File: src/rtl/bus_arb_pkg.sv
// Shared definitions for the round-robin bus arbiter.
// Contents:
//   DefaultMaxOutstanding - default number of granted-but-unanswered
//                           downstream transactions
//   clog2(n)              - width of an index into n entries, never 0,
//                           used to size host IDs and FIFO pointers
package bus_arb_pkg;

  localparam int unsigned DefaultMaxOutstanding = 2;

  // A single-entry structure still needs a 1-bit index, so clamp at 1.
  function automatic int unsigned clog2(input int unsigned n);
    return (n <= 1) ? 1 : $clog2(n);
  endfunction

endpackage

File: src/rtl/bus_arb_id_fifo.sv
// Synchronous FIFO holding the host IDs of granted, still-unanswered
// downstream transactions, oldest first.
// Ports:
//   clk_i, rst_ni        clock, asynchronous active-low reset
//   push_i, data_i       write an ID (ignored when full unless popping)
//   pop_i                drop the head entry (ignored when empty)
//   data_o               head entry
//   full_o, empty_o      occupancy flags
//   count_o              number of stored entries
module bus_arb_id_fifo
  import bus_arb_pkg::*;
#(
  parameter int unsigned Depth = DefaultMaxOutstanding,
  parameter int unsigned Width = 1,
  localparam int unsigned PtrW = clog2(Depth),
  localparam int unsigned CntW = clog2(Depth + 1)
) (
  input  logic            clk_i,
  input  logic            rst_ni,
  input  logic            push_i,
  input  logic [Width-1:0] data_i,
  input  logic            pop_i,
  output logic [Width-1:0] data_o,
  output logic            full_o,
  output logic            empty_o,
  output logic [CntW-1:0] count_o
);

  logic [Width-1:0] mem_q [Depth];
  logic [PtrW-1:0]  wr_ptr_q, wr_ptr_d;
  logic [PtrW-1:0]  rd_ptr_q, rd_ptr_d;
  logic [CntW-1:0]  count_q, count_d;
  logic             doPush, doPop;

  assign full_o  = (count_q == CntW'(Depth));
  assign empty_o = (count_q == '0);
  assign count_o = count_q;
  assign data_o  = mem_q[rd_ptr_q];

  // A push into a full FIFO is allowed when the head leaves in the same
  // cycle, since the freed slot is exactly the one being written.
  assign doPush = push_i & (~full_o | pop_i);
  assign doPop  = pop_i & ~empty_o;

  // Pointer and occupancy bookkeeping; depth need not be a power of two,
  // so pointers wrap explicitly.
  always_comb begin
    wr_ptr_d = wr_ptr_q;
    rd_ptr_d = rd_ptr_q;
    count_d  = count_q;
    if (doPush) begin
      wr_ptr_d = (wr_ptr_q == PtrW'(Depth - 1)) ? '0 : wr_ptr_q + 1'b1;
    end
    if (doPop) begin
      rd_ptr_d = (rd_ptr_q == PtrW'(Depth - 1)) ? '0 : rd_ptr_q + 1'b1;
    end
    if (doPush && !doPop) begin
      count_d = count_q + 1'b1;
    end else if (!doPush && doPop) begin
      count_d = count_q - 1'b1;
    end
  end

  // State registers; reset empties the FIFO immediately.
  always_ff @(posedge clk_i or negedge rst_ni) begin
    if (!rst_ni) begin
      wr_ptr_q <= '0;
      rd_ptr_q <= '0;
      count_q  <= '0;
      for (int i = 0; i < int'(Depth); i++) begin
        mem_q[i] <= '0;
      end
    end else begin
      wr_ptr_q <= wr_ptr_d;
      rd_ptr_q <= rd_ptr_d;
      count_q  <= count_d;
      if (doPush) begin
        mem_q[wr_ptr_q] <= data_i;
      end
    end
  end

endmodule

File: src/rtl/bus_rr_arbiter.sv
// Round-robin arbiter multiplexing NrHosts request/grant hosts onto one
// downstream port, with in-order response routing by an ID FIFO.
// Ports:
//   clk_i, rst_ni          clock, asynchronous active-low reset
//   host_*_i / host_*_o    per-host request channel and response channel
//   out_*_o / out_*_i      single downstream request and response channel
//   protocol_err_o         sticky: a response arrived with nothing outstanding
module bus_rr_arbiter
  import bus_arb_pkg::*;
#(
  parameter int unsigned NrHosts        = 2,
  parameter int unsigned MaxOutstanding = DefaultMaxOutstanding,
  parameter int unsigned DataWidth      = 32,
  parameter int unsigned AddressWidth   = 32
) (
  input  logic                      clk_i,
  input  logic                      rst_ni,
  input  logic                      host_req_i    [NrHosts],
  output logic                      host_gnt_o    [NrHosts],
  input  logic [AddressWidth-1:0]   host_addr_i   [NrHosts],
  input  logic                      host_we_i     [NrHosts],
  input  logic [DataWidth/8-1:0]    host_be_i     [NrHosts],
  input  logic [DataWidth-1:0]      host_wdata_i  [NrHosts],
  output logic                      host_rvalid_o [NrHosts],
  output logic [DataWidth-1:0]      host_rdata_o  [NrHosts],
  output logic                      host_err_o    [NrHosts],
  output logic                      out_req_o,
  input  logic                      out_gnt_i,
  output logic [AddressWidth-1:0]   out_addr_o,
  output logic                      out_we_o,
  output logic [DataWidth/8-1:0]    out_be_o,
  output logic [DataWidth-1:0]      out_wdata_o,
  input  logic                      out_rvalid_i,
  input  logic [DataWidth-1:0]      out_rdata_i,
  input  logic                      out_err_i,
  output logic                      protocol_err_o
);

  localparam int unsigned IdW  = clog2(NrHosts);
  localparam int unsigned CntW = clog2(MaxOutstanding + 1);

  typedef logic [IdW-1:0] host_id_t;

  host_id_t        rr_ptr_q, rr_ptr_d;
  logic            lock_q, lock_d;
  host_id_t        locked_id_q, locked_id_d;
  logic            prot_err_q, prot_err_d;

  host_id_t        cand, searchSel, sel, fifoHead;
  logic            anyReq, grant, fifoPush, fifoPop, fifoFull, fifoEmpty;
  logic [CntW-1:0] count_q;

  // Round-robin search: walk from the highest offset down so the last hit
  // written is the first requester at or after rr_ptr_q.
  always_comb begin
    searchSel = rr_ptr_q;
    anyReq    = 1'b0;
    cand      = '0;
    for (int unsigned i = NrHosts; i > 0; i--) begin
      cand = host_id_t'((32'(rr_ptr_q) + i - 1) % NrHosts);
      if (host_req_i[cand]) begin
        searchSel = cand;
        anyReq    = 1'b1;
      end
    end
  end

  // A stalled request keeps its host until the downstream grants it.
  assign sel       = lock_q ? locked_id_q : searchSel;
  assign out_req_o = (anyReq | lock_q) & (count_q < CntW'(MaxOutstanding));
  assign grant     = out_req_o & out_gnt_i;
  assign fifoPush  = grant & ~fifoFull;
  assign fifoPop   = out_rvalid_i & ~fifoEmpty;

  // Request mux, grant fan-out and response routing to the head ID.
  always_comb begin
    out_addr_o  = '0;
    out_we_o    = 1'b0;
    out_be_o    = '0;
    out_wdata_o = '0;
    if (out_req_o) begin
      out_addr_o  = host_addr_i[sel];
      out_we_o    = host_we_i[sel];
      out_be_o    = host_be_i[sel];
      out_wdata_o = host_wdata_i[sel];
    end
    for (int unsigned i = 0; i < NrHosts; i++) begin
      host_gnt_o[i]    = grant && (sel == host_id_t'(i));
      host_rvalid_o[i] = fifoPop && (fifoHead == host_id_t'(i));
      host_rdata_o[i]  = host_rvalid_o[i] ? out_rdata_i : '0;
      host_err_o[i]    = host_rvalid_o[i] & out_err_i;
    end
  end

  // Arbitration state: lock on a stalled request, advance the pointer past
  // the winner on each grant, remember any response with no owner.
  always_comb begin
    rr_ptr_d    = rr_ptr_q;
    lock_d      = lock_q;
    locked_id_d = locked_id_q;
    prot_err_d  = prot_err_q | (out_rvalid_i & fifoEmpty);
    if (grant) begin
      lock_d   = 1'b0;
      rr_ptr_d = (sel == host_id_t'(NrHosts - 1)) ? '0 : sel + 1'b1;
    end else if (out_req_o) begin
      lock_d      = 1'b1;
      locked_id_d = sel;
    end
  end

  // State registers.
  always_ff @(posedge clk_i or negedge rst_ni) begin
    if (!rst_ni) begin
      rr_ptr_q    <= '0;
      lock_q      <= 1'b0;
      locked_id_q <= '0;
      prot_err_q  <= 1'b0;
    end else begin
      rr_ptr_q    <= rr_ptr_d;
      lock_q      <= lock_d;
      locked_id_q <= locked_id_d;
      prot_err_q  <= prot_err_d;
    end
  end

  assign protocol_err_o = prot_err_q;

  bus_arb_id_fifo #(
    .Depth (MaxOutstanding),
    .Width (IdW)
  ) u_id_fifo (
    .clk_i   (clk_i),
    .rst_ni  (rst_ni),
    .push_i  (fifoPush),
    .data_i  (sel),
    .pop_i   (fifoPop),
    .data_o  (fifoHead),
    .full_o  (fifoFull),
    .empty_o (fifoEmpty),
    .count_o (count_q)
  );

endmodule

File: config.mk
export PLATFORM = sky130hd
export DESIGN_NAME = bus_rr_arbiter
export DESIGN_NICKNAME = d
export VERILOG_FILES = /design/src/rtl/bus_arb_pkg.sv /design/src/rtl/bus_arb_id_fifo.sv /design/src/rtl/bus_rr_arbiter.sv
export SDC_FILE = /design/constraint.sdc
export NUM_CORES = 1
export LEC_CHECK = 0
export BUFFER_PORTS_ARGS = -buffer_cell sky130_fd_sc_hd__buf_2
export CAP_MARGIN = 25
export CORE_AREA = 2 2 124 126
export CTS_CLUSTER_SIZE = 20
export DETAILED_ROUTE_END_ITERATION = 7
export DIE_AREA = 0 0 126 128
export GPL_ROUTABILITY_DRIVEN = 1
export PLACE_DENSITY_LB_ADDON = 0.12
export REMOVE_ABC_BUFFERS = 1
export SYNTH_ARGS = -nofsm -noshare
export SYNTH_HDL_FRONTEND = slang
export SYNTH_HIERARCHICAL = 1
export SYNTH_SLANG_ARGS = --single-unit
File: constraint.sdc
create_clock -name clk_i -period 2.8 [get_ports clk_i]
set_input_delay 0.28 -clock clk_i [delete_from_list [all_inputs] [get_ports clk_i]]
set_output_delay 0.28 -clock clk_i [all_outputs]
set_load 0.005 [all_outputs]
==> results.md, run 1 <==
* Unrepaired setup endpoints after global routing: false
* Ports at 318
* Number of max-slew violations in the final report at 0
* Post-Layout Cell Count at 846
* IO Port Bufs at 317
* First DRT Iteration DRCs at 251
* Synth Instances at 374
* Clock skew at 0.001373 ns
* Crit path capture type: output port
* Initial Util at 0.1490
* Synth Register Bits at 10
* Dpl hpwl at 10.15 mm
* Initial antenna violation count at 1
* Drt total wl at 13.16 mm
* Routed vias at 3833
* Latest clock arrival within the worst-skew pair at 0.23 ns
* Synth Flop Type: dfrtp_1
* Root buffer selected by CTS: clkbuf_16
* Via/cell ratio at 4.531
* Wire length per cell at 15.55 um
* Placed cell areas at 3938 sq um
* Die Ht at 128 um
* Asr flop ratio synth at 1.000
* Warnings from Yosys at 6
* Largest net degree at the start of global routing at 73
* Post-route ant nets at 0
* Commonest non-fill, non-tap cell in the layout: buf_2
* Core ar. at 14860 sq um
* Post-synthesis sequential area ratio at 0.1130
* # DRC at 0
* Post-Place Cells at 840
* Hold Vio Cnt, Final at 0
* Layout Nets at 836
* Worst vdd ir at 323.3 uV
* Die W at 126 um
* Status: finished, final reports clean
* Setup_tns at 0 ns
* Total CTS buffers at 3
* Fmax achieved at 0.4025 GHz
* Crit path max fanout at 35
* CP arrival at 2.20 ns
* Critical path class: reg2out
* Mapped Avg Cell Area at 5.921 sq um
* Yosys cell types at 32
* Most frequent cells in the layout: 317 x buf_2, 74 x o21ai_0, 69 x nand3_1, 69 x a21oi_1, 34 x and2_1
* Vias in the first global route at 3306
* Final Cell Area at 4039 sq um
* Layout cells sized above 1 at 0.5205
* Final core utilization at 0.2717
* Bufs on Longest Clock Path at 2
* Total grt overflow at 0
* First-pass detailed-route iteration total at 5
* Hold WC Path Type: in2reg
* Leak Pwr at 0.002371 uW
* Synth-to-Final Area Change at 82.37%
* Gr usage total at 0.1447
* CTS tree: built
* Worst setup SP type: flip-flop
* Worst Tran Pin Value at 0.7749 ns
* Post-synth EDFFs at 0
* Die area at 16130 sq um
* Final setup viols at 0
* Final critical path time including I/O delays and setup at 2.484 ns
* Row cnt at 45
* Clk sinks at 10
* First-pass GRT wire length at 18.94 mm
* GPL Wtd Cong at 0.8203
* Post-Syn Area at 2215 sq um
* Clock H-tree levels at 1
* Max Cap Viol at 0
* Final period util at 0.8872
* Power per Cell Area at 810.9 nW/um^2
* Clk pin slew, worst setup/hold paths at 0.04 ns
* Worst EP required at 2.52 ns
* Filler cell count at 1707
* Worst slew margin at 0.4834
## cell families after synthesis
kind of cell | synth area share
xor+xnor | 0.01978
buf+inv | 0.09774
mux | 0.01695
simple gates | 0.4068
flops | 0.1130
compound gates | 0.3401
fa+ha+maj | 0.005649
## worst max-delay path: stages, from the launching register on
cell,delay [ns]
dfrtp_1,0.36
mux2_2,0.52
and2b_1,0.74
and2_1,0.22
buf_2,0.12
## through the flow
| step | hold slack [ns] | total power [uW] | worst slack, ns |
|---|---|---|---|
| after floorplan | -0.01559 | 1734 | -0.05887 |
| after global placement | 0.1603 | 3012 | 0.6780 |
| after detailed placement | 0.1658 | 3021 | 0.5810 |
| after CTS | 0.2860 | 3319 | 0.3267 |
| after global routing | 0.2984 | 3620 | 0.1193 |
| final | 0.2873 | 3275 | 0.3157 |
## where the power goes
part	internal, uW	switching [uW]
clock	215	66.2
sequential	212	71.4
combinational	1140	1570
total	1560	1710
## routing by layer
layer	vias to the layer above	wire length, um	track usage
met4	0	162	0.02715
met1	1778	5187	0.1839
met2	143	6900	0.2549
met3	14	905	0.02963
met5	-	0	0
li1	1898	-	-
## Yosys cell counts, types with 2 or more instances
master     n  share of area
a21oi_1   69           0.16
xor2_1     2         0.0079
mux2_2     2          0.010
buf_4      2         0.0068
xnor2_1    3          0.012
nor2_1     5         0.0085
nor3b_2    2          0.011
and2_1    35          0.099
dfrtp_1   10           0.11
clkbuf_1  27          0.046
nand2_1    4         0.0068
nand3_1   69           0.16
o21ai_0   74           0.17
nand2b_1   2         0.0056
buf_2     11          0.025
inv_1      3         0.0051
and3_1    33          0.093
clkbuf_2   6          0.014
and2b_1    2         0.0068
## final timing paths
kind | from | to | slack, ns | depth (start not counted)
max | u_id_fifo/rd_ptr_q | host_rdata_o[57] | 0.32 | 4
min | out_rvalid_i | protocol_err_o | 0.29 | 2
max reg2reg | u_id_fifo/count_o[0] | u_id_fifo/count_o[1] | 0.73 | 9
min reg2reg | protocol_err_o | protocol_err_o | 0.45 | 1
max in group asynchronous | rst_ni | u_id_fifo/count_o[0] | 2.15 | 2
min in group asynchronous | rst_ni | rr_ptr_q | 0.45 | 2
## state kept, by name (all words and copies together) (netlist names)
signal              flops
lock_q                  1
locked_id_q             1
protocol_err_o          1
rr_ptr_q                1
u_id_fifo/count_o       2
u_id_fifo/mem_q         2
u_id_fifo/rd_ptr_q      1
u_id_fifo/wr_ptr_q      1
## repair_timing
item	CTS	global route
hold buffers	1	0
gates resized for setup	0	0
setup buffers	0	0
hold endpoints to repair	10	0
## cell type report
type / instances / area [sq um] / area share
antenna: 1 / 2.502 / 0.0006196
clock buffer: 4 / 88.84 / 0.02200
inverter: 4 / 15.01 / 0.003717
multi-input combinational: 314 / 1760 / 0.4359
sequential: 10 / 250.2 / 0.06196
tap: 188 / 235.2 / 0.05824
timing repair buffer: 325 / 1687 / 0.4176
(Power assumes the default switching activity.)
==> run 2: changes to the inputs <==
- MAX_ROUTING_LAYER: default -> met4
- PLACE_DENSITY: default -> 0.44
- PLACE_DENSITY_LB_ADDON: 0.12 -> default
==> run 2 against run 1 <==
  * Via count shrank 1.4%
  * Non-clock buffer count grew 4
  * Utilization grew 0.45 points
  * Clock power is essentially flat
  * Count of clock-buffer cells in the layout is the same
  * Largest power group unchanged
  * First-iteration DRC count shrank 17%
  * Power grew 3.0%
==> results.md, run 2 (synthesized netlist as in run 1, its figures left out) <==
* Row cnt at 45 (unchanged)
* Crit path capture type: output port
* Setup crit end: out_addr_o[18]
* Layout Nets at 840 (+0.48%)
* PostCTS Resize Cnt at 0 (unchanged)
* Crit Reg-Reg Startpoint: u_id_fifo/count_o[0]
* Vias in the first global route at 3378 (+2.2%)
* Latest clock arrival within the worst-skew pair at 0.23 ns (about the same)
* Worst r2r path cells at 9 (unchanged)
* Fmax achieved at 0.4442 GHz (+10%)
* Post-Layout Cell Count at 850 (+0.47%)
* Beginning of the critical path: rr_ptr_q
* Worst EP required at 2.52 ns (about the same)
* Synth-to-Final Area Change at 85.42%
* First DRT Iteration DRCs at 209 (-17%)
* Final period util at 0.8041 (-0.08317)
* Die area at 16130 sq um (unchanged)
* Max Cap Viol at 0 (unchanged)
* Met2 Use GR at 0.2318 (-0.02309)
* Die Ht at 128 um (unchanged)
* Met3 Track Usage GR at 0.01586 (-0.01377)
* DP Worst Slack at 0.6597 ns (+0.07870 ns)
* GRT busiest layer: met2
* Final core utilization at 0.2763 (+0.004546)
* GPL Wtd Cong at 0.8037 (-2.0%)
* Final setup viols at 0 (unchanged)
* Final critical path time including I/O delays and setup at 2.251 ns (-0.2329 ns)
* Worst Tran Pin Value at 0.6578 ns (-0.1171 ns)
* Gr usage total at 0.1359 (-0.008781)
* Clk pin slew, worst setup/hold paths at 0.04 ns (about the same)
* Slack of the critical path at 0.5486 ns (+0.2329 ns)
* Critical-path cell list: nor2b_2 -> o211a_2 -> buf_12 -> o21ai_0 -> a21oi_1 -> buf_2
* Initial antenna violation count at 1 (unchanged)
* # DRC at 0 (unchanged)
* Power per Cell Area at 821.3 nW/um^2 (+1.3%)
* CTS tree: built
* CP arrival at 1.97 ns (-0.23 ns)
* First-pass detailed-route iteration total at 4 (-1)
* Die W at 126 um (unchanged)
* Core ar. at 14860 sq um (unchanged)
* Number of max-slew violations in the final report at 0 (unchanged)
* Most frequent cells in the layout: 317 x buf_2, 74 x o21ai_0, 69 x nand3_1, 69 x a21oi_1, 34 x and2_1
* Status: finished, final reports clean
* Reg2reg setup slack at 0.67 ns (-0.06 ns)
* Met1 Usage GRT at 0.1731 (-0.01082)
* Largest net degree at the start of global routing at 73 (unchanged)
* Placed cell areas at 4005 sq um (+1.7%)
* Initial Util at 0.1490 (unchanged)
* Postcts setup bufs at 0 (unchanged)
* Clk sinks at 10 (unchanged)
* Worst setup SP type: flip-flop
* Unrepaired setup endpoints after global routing: false
* Hold Vio Cnt, Final at 0 (unchanged)
* Clock skew at 0.001928 ns (+0.0005552 ns)
* Total grt overflow at 0 (unchanged)
* Clock H-tree levels at 1 (unchanged)
* Routed vias at 3779 (-1.4%)
* Post-Place Cells at 844 (+0.48%)
* Hold wc startpoint: out_rvalid_i
* Design Power at 3373 uW (+3.0%)
* Hold WC Path Type: in2reg
* Bufs on Longest Clock Path at 2 (unchanged)
* Commonest non-fill, non-tap cell in the layout: buf_2
* Total CTS buffers at 3 (unchanged)
* Worst flop-to-flop path endpoint: u_id_fifo/count_o[1]
* IO Port Bufs at 317 (unchanged)
* Worst vdd ir at 465.2 uV (+44%)
* Post-route ant nets at 0 (unchanged)
* Root buffer selected by CTS: clkbuf_16
* Final Cell Area at 4106 sq um (+1.7%)
* Layout cells sized above 1 at 0.5234 (+0.002901)
* Crit path max fanout at 56 (+60%)
* Via/cell ratio at 4.446 (-1.9%)
* CP peak stage delay at 0.41 ns (-0.33 ns)
* Critical path class: reg2out
* Worst slew margin at 0.5594 (+0.07595)
* Wire length per cell at 14.22 um (-8.5%)
* Drt total wl at 12.09 mm (-8.1%)
* First-pass GRT wire length at 18.11 mm (-4.4%)
* Slowest stage cell, crit path: o211a_2
* Ports at 318 (unchanged)
* Leak Pwr at 0.002404 uW (+1.4%)
* Dpl hpwl at 9.265 mm (-8.7%)
[run 2: worst min-delay path by stage]
| stage | endpoint | slack [ns] | depth (start not counted) |
|---|---|---|---|
| global placement | u_id_fifo/count_o[1] | 0.16 | 1 |
| detailed placement | u_id_fifo/rd_ptr_q | 0.16 | 1 |
| floorplan | lock_q | -0.02 | 0 |
| CTS | protocol_err_o | 0.27 | 2 |
| finish | protocol_err_o | 0.27 | 2 |
| global route | protocol_err_o | 0.28 | 2 |
[run 2: layer usage]
layer | routed length (um) | up-vias
met5 | 0 | -
met4 | 212 | 0
met3 | 626 | 18
met2 | 6076 | 140
met1 | 5174 | 1711
li1 | - | 1910
[run 2: final cells by class]
type | count | area, sq um
fill | 1714 | 10760
multi-input combinational | 314 | 1760
timing repair buffer | 329 | 1754
sequential | 10 | 250.2
tap | 188 | 235.2
clock buffer | 4 | 88.84
inverter | 4 | 15.01
antenna | 1 | 2.502
[run 2: timing repair]
item,in CTS,in global routing
endpoints found under the setup margin,0,0
hold buffers,1,0
hold endpoints to repair,10,0
[run 2: stage by stage]
stage               setup TNS [ns]  hold slack [ns]
floorplan                 -0.05887         -0.01559
global placement                 0           0.1596
detailed placement               0           0.1606
CTS                              0           0.2744
global route                     0           0.2771
finish                           0           0.2730
[run 2: worst max-delay path: cells and delay by family (launching register included)]
kind | cells | cell delay [ns]
buf+inv | 2 | 0.40
flops | 1 | 0.35
compound gates | 3 | 0.74
simple gates | 1 | 0.21
[run 2: report_power, final]
group          internal, uW  total, uW  switching, uW
combinational          1220       2810           1590
sequential              213        284           71.5
clock                   214        278           64.0
==> run 3: changes to the inputs <==
- ABC_AREA: default -> 1
- CORE_AREA: 2 2 124 126 -> 2 2 122 124
- DIE_AREA: 0 0 126 128 -> 0 0 124 126
- PLACE_DENSITY: 0.44 -> 0.48
- clock period: 2.8 -> 2.3 ns (I/O delays scaled with it)
==> run 3 against run 2 <==
  * Synthesized area up 19%
  * Die area fell by 3.1%
  * Via count increased by 12%
  * Flip-flop and latch count unchanged
  * Critical path type unchanged
  * Largest power group unchanged
  * Highest routed layer unchanged
==> results.md, run 3 <==
* Number of max-slew violations in the final report at 0 (unchanged)
* Beginning of the critical path: lock_q
* Final critical path time including I/O delays and setup at 2.005 ns
* Clk sinks at 10 (unchanged)
* Die Ht at 126 um (-1.6%)
* Post-Syn Area at 2630 sq um (+19%)
* First-pass GRT wire length at 18.00 mm (-0.61%)
* Gr usage total at 0.1463 (+0.01047)
* Sw power at 2260 uW (+31%)
* Clock H-tree levels at 1 (unchanged)
* Synth Area in Simple Gates at 0.4971 (+0.09037)
* WHS at 0.2205 ns (-0.05247 ns)
* Crit path max fanout at 32 (-43%)
* Post-route ant nets at 0 (unchanged)
* Most common cell in the netlist: nor2_1
* Power per Cell Area at 946.8 nW/um^2 (+15%)
* Clk pin slew, worst setup/hold paths at 0.04 ns (about the same)
* Min-Delay Path Depth at 2 (unchanged)
* Via/cell ratio at 4.053 (-8.8%)
* Clock power frac at 0.071 (-0.012)
* Post-synthesis sequential area ratio at 0.09515 (-0.01785)
* Largest net degree at the start of global routing at 45 (-38%)
* Drt total wl at 12.23 mm (+1.1%)
* Layout cells sized above 1 at 0.4030 (-0.1204)
* Final Cell Area at 4482 sq um (+9.1%)
* Commonest non-fill, non-tap cell in the layout: buf_2
* Post-synthesis adder-cell area fraction at 0.004757 (-0.0008923)
* Leak Pwr at 0.003205 uW (+33%)
* IO Port Bufs at 317 (unchanged)
* CTS tree: built
* Total CTS buffers at 3 (unchanged)
* Final period util at 0.8719
* Worst vdd ir at 324.7 uV (-30%)
* Clock skew at 0.002274 ns (+0.0003454 ns)
* Row cnt at 44 (-2.2%)
* Die area at 15620 sq um (-3.1%)
* Setup_tns at 0 ns (unchanged)
* Total grt overflow at 0 (unchanged)
* Ports at 318 (unchanged)
* Asr flop ratio synth at 1.000 (unchanged)
* Post-synthesis compound-gate area fraction at 0.1461 (-0.1941)
* Warnings from Yosys at 6 (unchanged)
* CP arrival at 1.78 ns (-0.19 ns)
* First DRT Iteration DRCs at 203 (-2.9%)
* Post-synth EDFFs at 0 (unchanged)
* Unrepaired setup endpoints after global routing: false
* Synth area leader: nor2_1
* Initial Util at 0.1837 (+0.03475)
* Hold Buf Count CTS at 1 (unchanged)
* Synth-to-Final Area Change at 70.41%
* Worst r2r path cells at 11 (+2)
* Vias in the first global route at 3622 (+7.2%)
* Share of power burned in registers at 0.080 (-0.004)
* Postcts setup bufs at 0 (unchanged)
* Reg2reg setup slack at 0.43 ns (-0.24 ns)
* First-pass detailed-route iteration total at 4 (unchanged)
* Ant. Diodes at 0 (-1)
* Synth top area share at 0.2027 (+0.03543)
* Pint at 1983 uW (+20%)
* Synth Area in XOR/XNOR at 0.006660 (-0.01311)
* Max Cap Viol at 0 (unchanged)
* Worst slew margin at 0.6413 (+0.08195)
* Root buffer selected by CTS: clkbuf_16
* Status: finished, final reports clean
* Synth Instances at 564 (+51%)
* Core ar. at 14310 sq um (-3.7%)
* Crit path capture type: output port
* Top cells by area in the synthesized netlist: nor2_1 20%, inv_1 16%, nand3_1 14%, a21oi_1 13%, nand2_1 13%
* Fmax achieved at 0.4987 GHz
* Placed cell areas at 4397 sq um (+9.8%)
* PostCTS Resize Cnt at 0 (unchanged)
* Bufs on Longest Clock Path at 2 (unchanged)
* Hold WC Path Type: in2reg
* Final core utilization at 0.3131 (+0.03685)
* Mapped Avg Cell Area at 4.663 sq um (-21%)
* Worst Tran Pin Value at 0.5372 ns (-0.1206 ns)
* Mux cell area share after synthesis at 0 (-0.01695)
* Worst setup SP type: flip-flop
* Sw Share at 0.5326 (+0.02196)
* # DRC at 0 (unchanged)
* Synth Flop Type: dfrtp_1
* Hold Vio Cnt, Final at 0 (unchanged)
* Largest family of logic cells by synthesized area: simple AND/OR/NAND/NOR gates
* Initial antenna violation count at 0 (-1)
* Critical path class: reg2out
* Final setup viols at 0 (unchanged)
* Yosys cell types at 24 (-25%)
* Synth Register Bits at 10 (unchanged)
* Hold wc startpoint: out_rvalid_i
* Dpl hpwl at 9.815 mm (+5.9%)
* GPL Wtd Cong at 0.8303 (+3.3%)
* Most frequent cells in the layout: 317 x buf_2, 142 x nor2_1, 114 x inv_1, 91 x nand2_1, 73 x nand3_1
* Combinational share of power at 0.849 (+0.016)
* Die W at 124 um (-1.6%)
* Layout Nets at 1036 (+23%)
* Routed vias at 4215 (+12%)
* Crit Reg-Reg Startpoint: lock_q
* Wire length per cell at 11.75 um (-17%)
* Worst EP required at 2.07 ns (-0.45 ns)
* Filler cell count at 1694 (-1.2%)
* Latest clock arrival within the worst-skew pair at 0.23 ns (about the same)
* Top cells by count, synth: 142 x nor2_1, 114 x inv_1, 91 x nand2_1
run 3: cell count changes after synthesis, sizes merged, moves of 6 or more:
cell | before | now
and2 | 35 | 0
and3 | 33 | 0
buf | 13 | 32
clkbuf | 33 | 11
inv | 4 | 118
nand2 | 5 | 93
nand3 | 69 | 75
nor2 | 6 | 143
o21ai | 74 | 3
run 3: cell families after synthesis:
kind of cell,after synthesis
buf+inv,161
xor+xnor,2
simple gates,315
fa+ha+maj,1
flops,10
compound gates,75
run 3: path summary, 6_finish.rpt:
kind | to
worst max register to register | u_id_fifo/count_o[1]
worst max-delay path | out_addr_o[16]
min in group asynchronous | u_id_fifo/count_o[1]
worst min register to register | protocol_err_o
worst min-delay path | protocol_err_o
max in group asynchronous | u_id_fifo/wr_ptr_q
run 3: power by group through the flow:
stage	combinational, uW	sequential [uW]	clock [uW]
after floorplan	1990	319	0
after global placement	3680	339	0
after detailed placement	3640	341	0
after CTS	3660	339	308
after global routing	4090	353	321
final	3600	339	300
run 3: final cells by class:
type                    count  area [sq um]  area share
inverters                 118         442.9     0.09883
well taps                 184         230.2     0.05137
multi-input cells         393          1732      0.3864
flip-flops and latches     10         250.2     0.05583
repair buffers            332          1752      0.3908
clock buffers               3         75.07     0.01675
run 3: critical path, stage by stage (launching register included):
cell and delay (ns):
dfrtp_1 0.43, nor2_2 0.17, nand2_4 0.24, buf_4 0.28, nand3_1 0.07, nand2_1 0.05, nor2_1 0.14, buf_2 0.15
run 3: per-layer routing:
layer,vias up,GRT usage,part of all wire
met5,-,-,0
met4,0,0.03437,0.019
met3,16,0.01404,0.055
met2,136,0.2547,0.51
met1,1784,0.1810,0.42
li1,2279,-,-
run 3: per-stage QoR:
stage	total power (uW)	std cells	setup WS, ns
2_1_floorplan	2310	521	-0.1326
3_3_place_gp	4020	1036	0.4843
3_5_place_dp	3979	1036	0.4388
4_1_cts	4305	1040	0.2685
5_1_grt	4760	1040	0.1516
6_report	4243	1040	0.2946
